==> config.mk <==
export PLATFORM = sky130hd
export DESIGN_NAME = m6502_bus_ctrl_flat
export DESIGN_NICKNAME = d
export VERILOG_FILES = /design/src/rtl/m6502_bus_ctrl_pkg.sv /design/src/rtl/m6502_bus_ctrl_if.sv /design/src/rtl/m6502_bus_ctrl_pend.sv /design/src/rtl/m6502_bus_ctrl.sv /design/src/flat_wrapper.sv
export SDC_FILE = /design/constraint.sdc
export NUM_CORES = 1
export LEC_CHECK = 0
export CELL_PAD_IN_SITES_DETAIL_PLACEMENT = 0
export CELL_PAD_IN_SITES_GLOBAL_PLACEMENT = 1
export CORE_MARGIN = 4
export CORE_UTILIZATION = 36
export CTS_CLUSTER_SIZE = 25
export DETAILED_ROUTE_END_ITERATION = 8
export PLACE_DENSITY_LB_ADDON = 0.3
export SLEW_MARGIN = 20
export SYNTH_ARGS = -nofsm -noshare
export SYNTH_HDL_FRONTEND = slang
export SYNTH_SLANG_ARGS = --single-unit
export TNS_END_PERCENT = 100
==> constraint.sdc <==
create_clock -name clk -period 2.6 [get_ports clk]
set_input_delay 0.39 -clock clk [delete_from_list [all_inputs] [get_ports clk]]
set_output_delay 0.39 -clock clk [all_outputs]
set_load 0.05 [all_outputs]
==> src/rtl/m6502_bus_ctrl_pkg.sv <==
// Shared types and constants for the 6502 memory/I-O bus controller.
// The controller's state, its registered outputs and the latched CPU request.
package m6502_bus_pkg;

   typedef enum logic [2:0] {
      IDLE,
      MEM_RD,
      MEM_CAP,
      IO_WAIT,
      DMA_RD,
      DMA_CAP
   } state_t;

   localparam logic [15:0] IO_BASE_DEFAULT = 16'hD000;
   localparam logic [15:0] IO_MASK_DEFAULT = 16'hF000;
   localparam logic [7:0]  IO_TIMEOUT_DATA = 8'hFF;

   typedef struct packed {
      logic [15:0] addr;
      logic [7:0]  wdata;
      logic        wr;
      logic        io;
   } cpu_req_t;

   // Every registered output of the controller, plus its two counters.
   typedef struct packed {
      logic        cpu_ready;
      logic [7:0]  cpu_rd_data;
      logic [15:0] mem_addr;
      logic        mem_en;
      logic        mem_we;
      logic [7:0]  mem_wdata;
      logic [15:0] io_addr;
      logic        io_rd;
      logic        io_wr;
      logic [7:0]  io_wdata;
      logic        dma_gnt;
      logic        dma_valid;
      logic [7:0]  dma_rdata;
      logic [2:0]  wait_cnt;
      logic [7:0]  io_cnt;
   } ctrl_regs_t;

   localparam ctrl_regs_t CTRL_RESET = '{cpu_ready: 1'b1, default: '0};

   function automatic logic io_hit(input logic [15:0] addr,
                                   input logic [15:0] base,
                                   input logic [15:0] mask);
      return (addr & mask) == base;
   endfunction

endpackage

==> src/rtl/m6502_bus_ctrl_if.sv <==
// Bus bundle between the controller and the CPU, SRAM, I/O window and DMA master.
// The controller takes the master modport; the surrounding system takes slave.
interface m6502_bus_ctrl_if;
   logic [15:0] cpu_addr;
   logic        cpu_rd_req;
   logic        cpu_wr_en;
   logic [7:0]  cpu_wr_data;
   logic [7:0]  cpu_rd_data;
   logic        cpu_ready;

   logic [15:0] mem_addr;
   logic        mem_en;
   logic        mem_we;
   logic [7:0]  mem_wdata;
   logic [7:0]  mem_rdata;

   logic [15:0] io_addr;
   logic        io_rd;
   logic        io_wr;
   logic [7:0]  io_wdata;
   logic [7:0]  io_rdata;
   logic        io_ack;

   logic        dma_req;
   logic [15:0] dma_addr;
   logic        dma_gnt;
   logic        dma_valid;
   logic [7:0]  dma_rdata;

   modport master (
      input  cpu_addr, cpu_rd_req, cpu_wr_en, cpu_wr_data, mem_rdata,
             io_rdata, io_ack, dma_req, dma_addr,
      output cpu_rd_data, cpu_ready, mem_addr, mem_en, mem_we, mem_wdata,
             io_addr, io_rd, io_wr, io_wdata, dma_gnt, dma_valid, dma_rdata
   );

   modport slave (
      output cpu_addr, cpu_rd_req, cpu_wr_en, cpu_wr_data, mem_rdata,
             io_rdata, io_ack, dma_req, dma_addr,
      input  cpu_rd_data, cpu_ready, mem_addr, mem_en, mem_we, mem_wdata,
             io_addr, io_rd, io_wr, io_wdata, dma_gnt, dma_valid, dma_rdata
   );
endinterface

==> src/rtl/m6502_bus_ctrl_pend.sv <==
// One-entry CPU request latch. The incoming pulse is bypassed straight to the
// controller so an idle bus can start the access on the very edge that samples it.
module m6502_bus_pend
   import m6502_bus_pkg::*;
#(
   parameter logic [15:0] IO_BASE = IO_BASE_DEFAULT,
   parameter logic [15:0] IO_MASK = IO_MASK_DEFAULT
) (
   input  logic        clk,
   input  logic        reset_n,
   input  logic        rd_req,
   input  logic        wr_en,
   input  logic [15:0] addr,
   input  logic [7:0]  wdata,
   input  logic        take,
   output logic        req_valid,
   output cpu_req_t    req
);

   logic     pulse;
   logic     valid;
   cpu_req_t stored;
   cpu_req_t incoming;

   // A simultaneous read and write is treated as the write alone.
   assign pulse     = rd_req | wr_en;
   assign incoming  = '{addr: addr, wdata: wdata, wr: wr_en,
                        io: io_hit(addr, IO_BASE, IO_MASK)};
   assign req_valid = valid | pulse;
   assign req       = valid ? stored : incoming;

   // NOTE: reset is synchronous, so it sits inside the clocked branch rather
   // than in the sensitivity list; the payload is cleared too, not just valid.
   always_ff @(posedge clk) begin
      if (!reset_n) begin
         valid  <= 1'b0;
         stored <= '0;
      end else begin
         // A pulse consumed through the bypass never lands in the latch.
         if (pulse && (valid || !take)) stored <= incoming;
         valid <= pulse ? (valid || !take) : (valid && !take);
      end
   end

endmodule

==> src/rtl/m6502_bus_ctrl.sv <==
// Decodes CPU accesses to SRAM or the I/O window, stalls the CPU via cpu_ready,
// and lends idle SRAM cycles to a read-only DMA master.
module m6502_bus_ctrl
   import m6502_bus_pkg::*;
#(
   parameter logic [15:0] IO_BASE    = IO_BASE_DEFAULT,
   parameter logic [15:0] IO_MASK    = IO_MASK_DEFAULT,
   parameter int          MEM_WAIT   = 0,
   parameter int          IO_TIMEOUT = 15
) (
   input logic              clk,
   input logic              reset_n,
   m6502_bus_ctrl_if.master bus
);

   state_t     state, state_n;
   ctrl_regs_t r, r_n;
   cpu_req_t   req;
   logic       req_valid;
   logic       take;
   logic       wr_now;
   logic       pulse;

   assign pulse = bus.cpu_rd_req | bus.cpu_wr_en;

   m6502_bus_pend #(.IO_BASE(IO_BASE), .IO_MASK(IO_MASK)) u_pend (
      .clk       (clk),
      .reset_n   (reset_n),
      .rd_req    (bus.cpu_rd_req),
      .wr_en     (bus.cpu_wr_en),
      .addr      (bus.cpu_addr),
      .wdata     (bus.cpu_wr_data),
      .take      (take),
      .req_valid (req_valid),
      .req       (req)
   );

   // NOTE: sequential state uses non-blocking assignments only; all decisions
   // are made in the combinational block below.
   always_ff @(posedge clk) begin
      if (!reset_n) begin
         state <= IDLE;
         r     <= CTRL_RESET;
      end else begin
         state <= state_n;
         r     <= r_n;
      end
   end

   // NOTE: every variable gets a default before the case so no path infers a latch.
   always_comb begin
      state_n     = state;
      r_n         = r;
      take        = 1'b0;
      wr_now      = 1'b0;
      r_n.mem_en    = 1'b0;
      r_n.mem_we    = 1'b0;
      r_n.dma_gnt   = 1'b0;
      r_n.dma_valid = 1'b0;

      case (state)
         IDLE: begin
            if (req_valid) begin
               take = 1'b1;
               if (req.io) begin
                  state_n       = IO_WAIT;
                  r_n.io_addr   = req.addr;
                  r_n.io_wdata  = req.wdata;
                  r_n.io_rd     = !req.wr;
                  r_n.io_wr     = req.wr;
                  r_n.io_cnt    = '0;
                  r_n.cpu_ready = 1'b0;
               end else if (req.wr) begin
                  wr_now        = 1'b1;
                  r_n.mem_en    = 1'b1;
                  r_n.mem_we    = 1'b1;
                  r_n.mem_addr  = req.addr;
                  r_n.mem_wdata = req.wdata;
                  r_n.cpu_ready = 1'b1;
               end else begin
                  state_n       = MEM_RD;
                  r_n.mem_en    = 1'b1;
                  r_n.mem_addr  = req.addr;
                  r_n.wait_cnt  = 3'(MEM_WAIT);
                  r_n.cpu_ready = 1'b0;
               end
            end else if (bus.dma_req) begin
               state_n      = DMA_RD;
               r_n.dma_gnt  = 1'b1;
               r_n.mem_en   = 1'b1;
               r_n.mem_addr = bus.dma_addr;
               r_n.wait_cnt = 3'(MEM_WAIT);
            end
         end
         MEM_RD, DMA_RD: begin
            // Keep the strobe and address up through the extra wait cycles.
            if (r.wait_cnt == 3'd0) begin
               state_n = (state == MEM_RD) ? MEM_CAP : DMA_CAP;
            end else begin
               r_n.wait_cnt = r.wait_cnt - 3'd1;
               r_n.mem_en   = 1'b1;
            end
         end
         MEM_CAP: begin
            state_n         = IDLE;
            r_n.cpu_rd_data = bus.mem_rdata;
            r_n.cpu_ready   = 1'b1;
         end
         DMA_CAP: begin
            state_n       = IDLE;
            r_n.dma_rdata = bus.mem_rdata;
            r_n.dma_valid = 1'b1;
         end
         IO_WAIT: begin
            // An ack on the expiry cycle still delivers real data.
            if (bus.io_ack || (r.io_cnt + 8'd1 == 8'(IO_TIMEOUT))) begin
               state_n       = IDLE;
               r_n.io_rd     = 1'b0;
               r_n.io_wr     = 1'b0;
               r_n.cpu_ready = 1'b1;
               if (r.io_rd) r_n.cpu_rd_data = bus.io_ack ? bus.io_rdata : IO_TIMEOUT_DATA;
            end else begin
               r_n.io_cnt = r.io_cnt + 8'd1;
            end
         end
         default: state_n = IDLE;
      endcase

      // Any CPU access that is not an SRAM write issued right now stalls the CPU.
      if (pulse && !wr_now) r_n.cpu_ready = 1'b0;
   end

   assign bus.cpu_ready   = r.cpu_ready;
   assign bus.cpu_rd_data = r.cpu_rd_data;
   assign bus.mem_addr    = r.mem_addr;
   assign bus.mem_en      = r.mem_en;
   assign bus.mem_we      = r.mem_we;
   assign bus.mem_wdata   = r.mem_wdata;
   assign bus.io_addr     = r.io_addr;
   assign bus.io_rd       = r.io_rd;
   assign bus.io_wr       = r.io_wr;
   assign bus.io_wdata    = r.io_wdata;
   assign bus.dma_gnt     = r.dma_gnt;
   assign bus.dma_valid   = r.dma_valid;
   assign bus.dma_rdata   = r.dma_rdata;

endmodule
==> src/flat_wrapper.sv <==
// flat-port wrapper written by rule: the top's interface ports become plain ports
module m6502_bus_ctrl_flat import m6502_bus_pkg::*;
#(
   parameter logic [15:0] IO_BASE    = IO_BASE_DEFAULT,
   parameter logic [15:0] IO_MASK    = IO_MASK_DEFAULT,
   parameter int          MEM_WAIT   = 0,
   parameter int          IO_TIMEOUT = 15
)
  (clk, reset_n, bus_cpu_addr, bus_cpu_rd_req, bus_cpu_wr_en, bus_cpu_wr_data, bus_mem_rdata, bus_io_rdata, bus_io_ack, bus_dma_req, bus_dma_addr, bus_cpu_rd_data, bus_cpu_ready, bus_mem_addr, bus_mem_en, bus_mem_we, bus_mem_wdata, bus_io_addr, bus_io_rd, bus_io_wr, bus_io_wdata, bus_dma_gnt, bus_dma_valid, bus_dma_rdata);
  m6502_bus_ctrl_if bus_i ();
  input logic clk;
  input logic reset_n;
  input wire logic [$bits(bus_i.cpu_addr)-1:0] bus_cpu_addr;
  input wire logic [$bits(bus_i.cpu_rd_req)-1:0] bus_cpu_rd_req;
  input wire logic [$bits(bus_i.cpu_wr_en)-1:0] bus_cpu_wr_en;
  input wire logic [$bits(bus_i.cpu_wr_data)-1:0] bus_cpu_wr_data;
  input wire logic [$bits(bus_i.mem_rdata)-1:0] bus_mem_rdata;
  input wire logic [$bits(bus_i.io_rdata)-1:0] bus_io_rdata;
  input wire logic [$bits(bus_i.io_ack)-1:0] bus_io_ack;
  input wire logic [$bits(bus_i.dma_req)-1:0] bus_dma_req;
  input wire logic [$bits(bus_i.dma_addr)-1:0] bus_dma_addr;
  output wire logic [$bits(bus_i.cpu_rd_data)-1:0] bus_cpu_rd_data;
  output wire logic [$bits(bus_i.cpu_ready)-1:0] bus_cpu_ready;
  output wire logic [$bits(bus_i.mem_addr)-1:0] bus_mem_addr;
  output wire logic [$bits(bus_i.mem_en)-1:0] bus_mem_en;
  output wire logic [$bits(bus_i.mem_we)-1:0] bus_mem_we;
  output wire logic [$bits(bus_i.mem_wdata)-1:0] bus_mem_wdata;
  output wire logic [$bits(bus_i.io_addr)-1:0] bus_io_addr;
  output wire logic [$bits(bus_i.io_rd)-1:0] bus_io_rd;
  output wire logic [$bits(bus_i.io_wr)-1:0] bus_io_wr;
  output wire logic [$bits(bus_i.io_wdata)-1:0] bus_io_wdata;
  output wire logic [$bits(bus_i.dma_gnt)-1:0] bus_dma_gnt;
  output wire logic [$bits(bus_i.dma_valid)-1:0] bus_dma_valid;
  output wire logic [$bits(bus_i.dma_rdata)-1:0] bus_dma_rdata;
  assign bus_i.cpu_addr = bus_cpu_addr;
  assign bus_i.cpu_rd_req = bus_cpu_rd_req;
  assign bus_i.cpu_wr_en = bus_cpu_wr_en;
  assign bus_i.cpu_wr_data = bus_cpu_wr_data;
  assign bus_i.mem_rdata = bus_mem_rdata;
  assign bus_i.io_rdata = bus_io_rdata;
  assign bus_i.io_ack = bus_io_ack;
  assign bus_i.dma_req = bus_dma_req;
  assign bus_i.dma_addr = bus_dma_addr;
  assign bus_cpu_rd_data = bus_i.cpu_rd_data;
  assign bus_cpu_ready = bus_i.cpu_ready;
  assign bus_mem_addr = bus_i.mem_addr;
  assign bus_mem_en = bus_i.mem_en;
  assign bus_mem_we = bus_i.mem_we;
  assign bus_mem_wdata = bus_i.mem_wdata;
  assign bus_io_addr = bus_i.io_addr;
  assign bus_io_rd = bus_i.io_rd;
  assign bus_io_wr = bus_i.io_wr;
  assign bus_io_wdata = bus_i.io_wdata;
  assign bus_dma_gnt = bus_i.dma_gnt;
  assign bus_dma_valid = bus_i.dma_valid;
  assign bus_dma_rdata = bus_i.dma_rdata;
  m6502_bus_ctrl #(.IO_BASE(IO_BASE), .IO_MASK(IO_MASK), .MEM_WAIT(MEM_WAIT), .IO_TIMEOUT(IO_TIMEOUT)) u_core (.clk(clk), .reset_n(reset_n), .bus(bus_i));
endmodule
==> flow_metrics.py <==
metrics = {
    "outcome": {
        "outcome": "finished, final reports clean",
    },
    "yosys": {
        "synth_edf_count": 0,
        "synthDistinctLibCells": 54,
        "synth.area.top_cells": "dfxtp_1 42%, buf_4 8.9%, mux2i_1 6.1%",
        "synthFlopType": "dfxtp_1",
        "synth_seq_cells": 112,
        "yosysSeqAreaShare": 0.4172,
        "yosysTopAreaCell": "dfxtp_1",
        "synthCells": 644,
        "synth_nets": 710,
        "synth_top_area_frac": 0.4172,
        "synth_warnings": 0,
        "synth_area_per_cell_um2": 8.345,
        "syn-cell-area_um2": 5374,
        "synthArstFlopShare": 0,
    },
    "sta": {
        "rsz0062_at_grt": "false",
        "fmax_mhz": 403.3,
        "setup_violations": 0,
        "worst_slack_ns": 0.1202,
        "finalCritPeriodShare": 0.9538,
        "hold_viol": 0,
        "finalClockSkew_ns": 0.009003,
        "fin_setup_tns_ns": 0,
        "tightestPinTransition_ns": 0.6930,
        "maxSlewViolCount": 0,
        "fin_crit_ns": 2.480,
        "maxSlewHeadroom": 0.5344,
    },
    "clock_tree": {
        "clk-insertion-delay-late_ns": 0.36,
        "cts_tree": "yes",
        "numClockSinks": 112,
        "clockBufferDepth": 2,
        "clock-root-buffer": "clkbuf_16",
        "post_cts_buffers": 0,
        "clk_pin_slew_ns": 0.07,
        "numCtsBuffers": 9,
        "holdBufCountCts": 0,
        "cts_max_level": 3,
        "ctsResizeCount": 0,
    },
    "critical_path": {
        "startpoint_type": "flop",
        "path_max_fanout": 14,
        "cp.arrival_ns": 2.73,
        "end_kind": "flop",
        "worstSetupPathType": "flop to flop",
        "worstPathRequired_ns": 2.85,
    },
    "layout": {
        "fillers": 1406,
        "fin_util": 0.4656,
        "nets": 771,
        "final_cell_mix": "132 x clkdlybuf4s50_1, 111 x dfxtp_1, 85 x nor2_1, 83 x nand2_1, 39 x a21oi_1",
        "syn2layout_area_growth_pct": 26.40,
        "diodes": 0,
        "instances_no_fill": 893,
        "drive_gt1_frac": 0.09873,
        "layout_commonest_cell": "clkdlybuf4s50_1",
    },
    "floorplan": {
        "coreArea_um2": 14590,
        "start_util": 0.3684,
        "rows": 44,
        "die_w_um": 130.2,
        "io_pins": 133,
        "die_area_um2": 16950,
        "die_y_um": 130.2,
    },
    "place": {
        "place_hpwl_um": 10040,
        "portBuffers": 132,
        "dpl.cell_count": 878,
        "gp_congestion": 0.8044,
        "preCtsSetupSlack_ns": 0.1157,
    },
    "grt": {
        "antenna_found_initial": 0,
        "grt_pass1_wl_um": 21780,
        "grt_max_degree": 53,
        "grt_usage": 0.1615,
        "grt_overflow": 0,
        "grt_pass1_vias": 4331,
    },
    "routing": {
        "firstDrtPassIters": 5,
        "routed.top_layer": "met4",
        "ant_nets": 0,
        "drc": 0,
        "vias": 4490,
        "first_iter_violations": 243,
        "wl_met1_um": 6060,
        "wl_per_cell_um": 15.23,
        "drt_wl_total_um": 13600,
        "route.met3.wl_um": 960,
        "route.met2.wl_um": 6260,
        "vias_per_cell": 5.028,
    },
    "power": {
        "irDropWorstVdd_mv": 0.5389,
        "p_leak_nw": 2.503,
        "pwr_density_cell_nw_per_um2": 986.3,
    },
    "job": {
        "cap_violations": 0,
    },
    "hold_path": {
        "hold_class": "flop to flop",
    },
}
-- logic make-up after synthesis --
family	Yosys count	share of synthesized area
compound gates	131	0.1639
fa+ha+maj	5	0.01118
xor+xnor	5	0.008150
mux	43	0.08242
buf+inv	121	0.1318
flops	112	0.4172
simple gates	227	0.1853
-- where the power goes --
| group | leakage (nW) | switching [mW] | internal (mW) | total, mW |
|---|---|---|---|---|
| combinational | 1.44 | 1.89 | 1.10 | 2.99 |
| sequential | 0.914 | 0.240 | 2.07 | 2.31 |
| clock | 0.145 | 0.646 | 0.754 | 1.40 |
| total | 2.50 | 2.77 | 3.93 | 6.70 |
-- critical path, stage by stage, from the launching register on --
cell and delay, ns:
dfxtp_1 0.43, ha_1 0.25, xor2_1 0.16, nand3b_1 0.16, nor4_4 0.41, a21oi_2 0.26
or2_2 0.40, a311oi_1 0.30
-- layout make-up --
cell class	count	area, um2	share of cell area
multi-input combinational	411	2444	0.3597
clock buffer	10	229.0	0.03371
sequential	112	2243	0.3303
timing repair buffer	156	1526	0.2247
tap	184	230.2	0.03389
inverter	15	56.30	0.008289
clock inverter	5	63.81	0.009394
-- cells in the mapped netlist, types with 3 or more instances --
cell        n
nand3b_1    3
ha_1        4
a21oi_1    40
o21ai_0    21
nand3_1     4
buf_4      64
nand2_1    83
o211ai_1    3
inv_1      15
dfxtp_1   112
and2_1      3
xnor2_1     3
a31oi_1     3
buf_2       4
nor4_1      3
a211oi_1   33
clkbuf_1   34
a311o_2     6
mux2_2     10
nor2_1     87
mux2i_1    33
a22oi_1    10
nor3_1     26
-- layer usage --
metal | vias up | global-route usage
met1 | 2090 | 0.2041
met5 | - | 0
li1 | 2263 | -
met4 | 0 | 0.06479
met3 | 22 | 0.05239
met2 | 115 | 0.2550
-- final timing paths --
path                               end                      start  slack [ns]  cells past startpoint
max                        u_core.r[2]                u_core.r[0]        0.12                      7
min          u_core.bus.cpu_rd_data[1]  u_core.bus.cpu_rd_data[1]        0.46                      2
max reg2reg                u_core.r[2]                u_core.r[0]        0.12                      7
min reg2reg  u_core.bus.cpu_rd_data[1]  u_core.bus.cpu_rd_data[1]        0.46                      2
-- registers in the layout (all words and copies together) (netlist names), 3 cells and up --
name,flops
u_core.bus.mem_wdata,8
u_core.bus.cpu_rd_data,8
u_core.bus.io_addr,16
u_core.state,3
u_core.u_pend.stored,26
u_core.bus.dma_rdata,8
u_core.r,11
u_core.bus.io_wdata,8
u_core.bus.mem_addr,16
-- per-stage QoR --
stage / total power, mW / hold slack [ns] / area, um2
2_1_floorplan: 4.610 / 0.4322 / 5374
3_3_place_gp: 5.302 / 0.4391 / 6500
3_5_place_dp: 5.343 / 0.4453 / 6500
4_1_cts: 6.754 / 0.4569 / 6793
5_1_grt: 7.116 / 0.4729 / 6793
6_report: 6.700 / 0.4553 / 6793
(Power assumes the default switching activity.)
==> edit 1, RTL diff (config.mk and constraints unchanged) <==
Make the reset (`reset_n`) asynchronous in 2 clocked blocks.
--- a/src/rtl/m6502_bus_ctrl_pend.sv
+++ b/src/rtl/m6502_bus_ctrl_pend.sv
@@ -32,5 +32,5 @@
    // NOTE: reset is synchronous, so it sits inside the clocked branch rather
    // than in the sensitivity list; the payload is cleared too, not just valid.
-   always_ff @(posedge clk) begin
+   always_ff @(posedge clk or negedge reset_n) begin
       if (!reset_n) begin
          valid  <= 1'b0;
--- a/src/rtl/m6502_bus_ctrl.sv
+++ b/src/rtl/m6502_bus_ctrl.sv
@@ -38,5 +38,5 @@
    // NOTE: sequential state uses non-blocking assignments only; all decisions
    // are made in the combinational block below.
-   always_ff @(posedge clk) begin
+   always_ff @(posedge clk or negedge reset_n) begin
       if (!reset_n) begin
          state <= IDLE;
Formal check against the unedited RTL: differs if reset_n is asserted again (counterexample within 4 cycles, from zero or initial values and one cycle with reset_n low); with reset_n held inactive, the same outputs for 4 cycles.
==> edit 1 against the original RTL <==
- synthesized area rose by 5.3%
- total power up 40%
- sequential cell count is the same
- wire length is 0.64% lower
- setup slack gained 290 ps
- sequential share of layout area rose by 6.8 points
- synthesized cell count down 14%
- cell area grew 3.7%
- non-clock buffer count is 8 lower
- critical endpoint is now u_core.r[3]$_DFFE_PN0P_
- largest cell class is now registers
==> edit 1: results <==
metrics = {
    "status": {
        "status": "finished clean",
    },
    "global_routing": {
        "grtUsageTotal_pct": 15.6,
        "grt_pass1_wl_um": 22300,
        "grt_max_degree": 52,
        "grt_pass1_vias": 4180,
    },
    "final_layout": {
        "finalNetCount": 686,
        "largest_reg_flops": 26,
        "top_register": "u_core.u_pend.stored",
        "final_cells": 835,
        "drive_gt1_share_pct": 12.0,
    },
    "yosys": {
        "seq_area_frac_synth_pct": 49.5,
        "yosys.cell_types.count": 51,
        "synth_common_cells": "dfrtp_1, nand2_1, buf_4, o21ai_0",
        "netlist_instances": 554,
        "yosysWarnings": 0,
        "syn_nets": 620,
        "async_flop_share_pct": 100,
        "ys_top_cells_by_area": "dfrtp_1, buf_4, mux2_2",
    },
    "timing": {
        "worst_slack_ps": 414,
        "hold_slack_ps": 38.1,
        "skew_ps": 14.0,
        "worstMarginPinSlew_ps": 626,
    },
    "place": {
        "dpl_cell_area_mm2": 0.00676,
        "place_ws_ps": 186,
        "placed_cells": 820,
        "place_congestion": 0.802,
        "hpwl_um": 9840,
    },
    "setup_path": {
        "slowest_stage": "or4_4",
        "rr_worst_depth": 6,
        "critPathMaxStageDelay_ps": 540,
        "critPathMaxFanout": 5,
    },
    "drt": {
        "vias_per_cell": 4.85,
        "routed_wl_um": 13500,
        "drt_iter0_markers": 215,
    },
    "power_and_ir_drop": {
        "ir_drop_mv": 0.585,
        "p_leak_nw": 3.13,
    },
    "hold_path": {
        "worstHoldPathType": "in -> async",
    },
}
## edit 1: changes by cell type in the layout (fill, tap and decap cells not counted), moves of 7 or more
cell	delta
inv_1	+8
mux2_2	+22
a22oi_1	-10
o21ai_0	+30
dfxtp_1	-111
a22o_1	+16
nor3_1	-17
nor2_1	-65
a21oi_1	-32
o21ai_1	+7
a211oi_1	-32
dfrtp_1	+110
## edit 1: cell type report
cell class	count	area [um^2]
Sequential cell	112	2810
Fill cell	1462	8270
Timing Repair Buffer	148	1450
Clock inverter	4	52.6
Clock buffer	11	233
Inverter	23	86.3
Tap cell	211	264
Multi-Input combinational cell	326	2150
## edit 1: cells by family (layout without fill, tap and decap cells)
| family | count (synthesis) | in the layout | share of synthesized area (%) |
|---|---|---|---|
| AND/OR/NAND/NOR | 141 | 141 | 11.1 |
| XOR/XNOR | 6 | 6 | 1.26 |
| buffers and inverters | 116 | 186 | 12.6 |
| AO/OA/AOI/OAI | 110 | 110 | 12.4 |
| adder cells (fa/ha/maj) | 5 | 5 | 1.06 |
| flip-flops | 112 | 112 | 49.5 |
| multiplexers | 64 | 64 | 12.0 |
## edit 1: routing by layer
| layer | GRT usage (%) | wire length [um] | vias up |
|---|---|---|---|
| met5 | 0 | 0 | - |
| met4 | 6.40 | 201 | 0 |
| met3 | 2.68 | 554 | 14 |
| met2 | 25.1 | 6520 | 89 |
| met1 | 20.8 | 6240 | 1980 |
| li1 | - | - | 1964 |
## edit 1: worst reg2reg max path, stage by stage (launching register included)
cell and delay [ps]:
dfrtp_1 430, ha_1 260, xor2_1 170, nand3_2 130, or4_4 540, o21ai_2 330
o221ai_1 180
## edit 1: worst paths after layout
check / to / from
max in group asynchronous: u_core.u_pend.stored[25]$_DFFE_PN0P_ / reset_n
min in group clk: u_core.bus.dma_rdata[6]$_DFFE_PN0P_ / u_core.bus.dma_rdata[6]$_DFFE_PN0P_
worst max register to register: u_core.r[3]$_DFFE_PN0P_ / u_core.r[0]$_DFFE_PN0P_
worst min register to register: u_core.bus.dma_rdata[6]$_DFFE_PN0P_ / u_core.bus.dma_rdata[6]$_DFFE_PN0P_
worst min-delay path: u_core.bus.mem_addr[10]$_DFFE_PN0P_ / reset_n
worst max-delay path: u_core.r[3]$_DFFE_PN0P_ / u_core.r[0]$_DFFE_PN0P_
## edit 1: report_power, final
part / internal, mW / leakage [nW] / switching (mW)
Sequential: 2.47 / 1.36 / 0.503
Clock: 0.749 / 0.140 / 0.632
Combinational: 1.82 / 1.63 / 3.18
Total: 5.04 / 3.13 / 4.32
==> edit 2, RTL diff (same settings) <==
Made on the original files. `IO_TIMEOUT` is set to 15 in 2 places; all go to 7.
--- a/src/rtl/m6502_bus_ctrl.sv
+++ b/src/rtl/m6502_bus_ctrl.sv
@@ -7,5 +7,5 @@
    parameter logic [15:0] IO_MASK    = IO_MASK_DEFAULT,
    parameter int          MEM_WAIT   = 0,
-   parameter int          IO_TIMEOUT = 15
+   parameter int          IO_TIMEOUT = 7
 ) (
    input logic              clk,
--- a/src/flat_wrapper.sv
+++ b/src/flat_wrapper.sv
@@ -5,5 +5,5 @@
    parameter logic [15:0] IO_MASK    = IO_MASK_DEFAULT,
    parameter int          MEM_WAIT   = 0,
-   parameter int          IO_TIMEOUT = 15
+   parameter int          IO_TIMEOUT = 7
 )
   (clk, reset_n, bus_cpu_addr, bus_cpu_rd_req, bus_cpu_wr_en, bus_cpu_wr_data, bus_mem_rdata, bus_io_rdata, bus_io_ack, bus_dma_req, bus_dma_addr, bus_cpu_rd_data, bus_cpu_ready, bus_mem_addr, bus_mem_en, bus_mem_we, bus_mem_wdata, bus_io_addr, bus_io_rd, bus_io_wr, bus_io_wdata, bus_dma_gnt, bus_dma_valid, bus_dma_rdata);
Check against the original RTL: no difference found for any inputs over 4 cycles, from zero or initial values and one cycle with reset_n low; that may be too few to reach the edited logic, so the function may still have changed.
==> edit 2 against the original RTL <==
- wire length grew 2.6%
- largest power group unchanged
- synthesized area increased by 5.1%
- largest cell class unchanged
- via count grew 0.31%
- total power is 0.98% lower
- cell area increased by 2.0%
- global-route usage down 0.38 points
- critical path depth shrank 2
- sequential cell count stayed put
- core utilization is 1.3 points lower
- setup slack improved by 200 ps
- highest routed layer unchanged
==> edit 2: results <==
metrics = {
    "final_layout": {
        "final_cells": 893,
        "finalNetCount": 743,
        "filler_cell_count": 1488,
        "multi_input_area_mm2": 0.00261,
        "drive_gt1_share_pct": 11.3,
    },
    "place": {
        "hpwl_um": 10300,
        "place_congestion": 0.788,
        "placed_cells": 877,
    },
    "hold_path": {
        "worstHoldStart": "u_core.u_pend.stored[14]$_SDFFE_PN0P_",
        "min_to": "u_core.u_pend.stored[14]$_SDFFE_PN0P_",
    },
    "setup_path": {
        "path_delay_family": "compound AO/OA/AOI/OAI gates",
        "worstSetupPathType": "reg -> reg",
        "regToRegSetupSlack_ps": 320,
        "slowest_stage": "o31a_1",
        "rr_worst_depth": 5,
        "crit_arrival_ps": 2550,
        "r2r-start": "u_core.r[1]$_SDFFE_PN0P_",
        "critPathMaxFanout": 8,
        "rr_endpoint": "u_core.bus.cpu_rd_data[3]$_SDFFE_PN0P_",
        "critPathMaxStageDelay_ps": 540,
    },
    "global_routing": {
        "grt_max_degree": 58,
        "grt_pass1_wl_um": 22900,
        "grt_pass1_vias": 4546,
        "grt.overflow.total": 0,
        "grtUsageTotal_pct": 15.8,
    },
    "status": {
        "status": "finished clean",
    },
    "yosys": {
        "syn_nets": 694,
        "ys_top_cells_by_area": "dfxtp_1, buf_4, mux2i_1",
        "seq_area_frac_synth_pct": 39.7,
        "yosys.cell_types.count": 67,
        "synth_common_cells": "dfxtp_1, nand2_1, nor2_1, buf_4, mux2i_1",
        "synth.avg_cell_area_um2": 9.00,
    },
    "drt": {
        "post_drt_wl_per_cell_um": 15.6,
        "drt_iter0_markers": 181,
        "vias_per_cell": 5.04,
        "drtPass1Iterations": 4,
    },
    "timing": {
        "worstMarginPinSlew_ps": 719,
        "skew_ps": 9.78,
    },
    "power_and_ir_drop": {
        "p_leak_nw": 2.50,
        "ir_drop_mv": 0.384,
    },
}
## edit 2: cell type report
| class | count | share of cell area (%) |
|---|---|---|
| tap | 211 | 3.81 |
| clock buffer | 9 | 3.25 |
| inverter | 8 | 0.451 |
| clock inverter | 7 | 1.05 |
| timing repair buffer | 149 | 21.4 |
| multi-input combinational | 397 | 37.6 |
| sequential | 112 | 32.4 |
## edit 2: how the worst max path moves through the flow
stage / to / slack (ps) / cells after the start
after floorplan: u_core.bus.cpu_rd_data[0]$_SDFFE_PN0P_ / 710 / 7
after CTS: u_core.bus.cpu_rd_data[3]$_SDFFE_PN0P_ / 270 / 5
after detailed placement: u_core.bus.mem_addr[15]$_SDFFE_PN0P_ / 160 / 6
after global routing: u_core.bus.cpu_rd_data[3]$_SDFFE_PN0P_ / 120 / 5
after global placement: u_core.r[4]$_SDFFE_PN0P_ / 220 / 6
final: u_core.bus.cpu_rd_data[3]$_SDFFE_PN0P_ / 320 / 5
## edit 2: cells by family after synthesis
family | after synthesis | share of synthesized area (%)
AND/OR/NAND/NOR | 199 | 16.3
XOR/XNOR | 1 | 0.155
AO/OA/AOI/OAI | 140 | 19.1
multiplexers | 52 | 9.44
flip-flops | 112 | 39.7
buffers and inverters | 119 | 14.2
adder cells (fa/ha/maj) | 5 | 1.06
## edit 2: layer usage
metal,wire (um),vias to the layer above,track usage (%)
met2,6900,111,27.6
li1,-,2264,-
met3,856,16,5.02
met4,222,0,4.57
met1,5980,2113,18.5
met5,0,-,0
## edit 2: power by group
group	internal [mW]	switching, mW
logic	1.09	1.85
clock network	0.679	0.686
registers	2.08	0.248
total	3.85	2.78
## edit 2: worst min-delay path, delay by kind of cell, from the launching register on
kind | cells | cell delay (ps)
AO/OA/AOI/OAI | 1 | 50
flip-flops | 1 | 310
AND/OR/NAND/NOR | 1 | 50
## edit 2: per-stage QoR
step	hold WS, ps	setup WS [ps]	total power [mW]
final	455	318	6.63
after global routing	475	118	7.05
after CTS	457	274	6.73
after detailed placement	446	162	5.34
after global placement	439	220	5.28
after floorplan	433	707	4.69
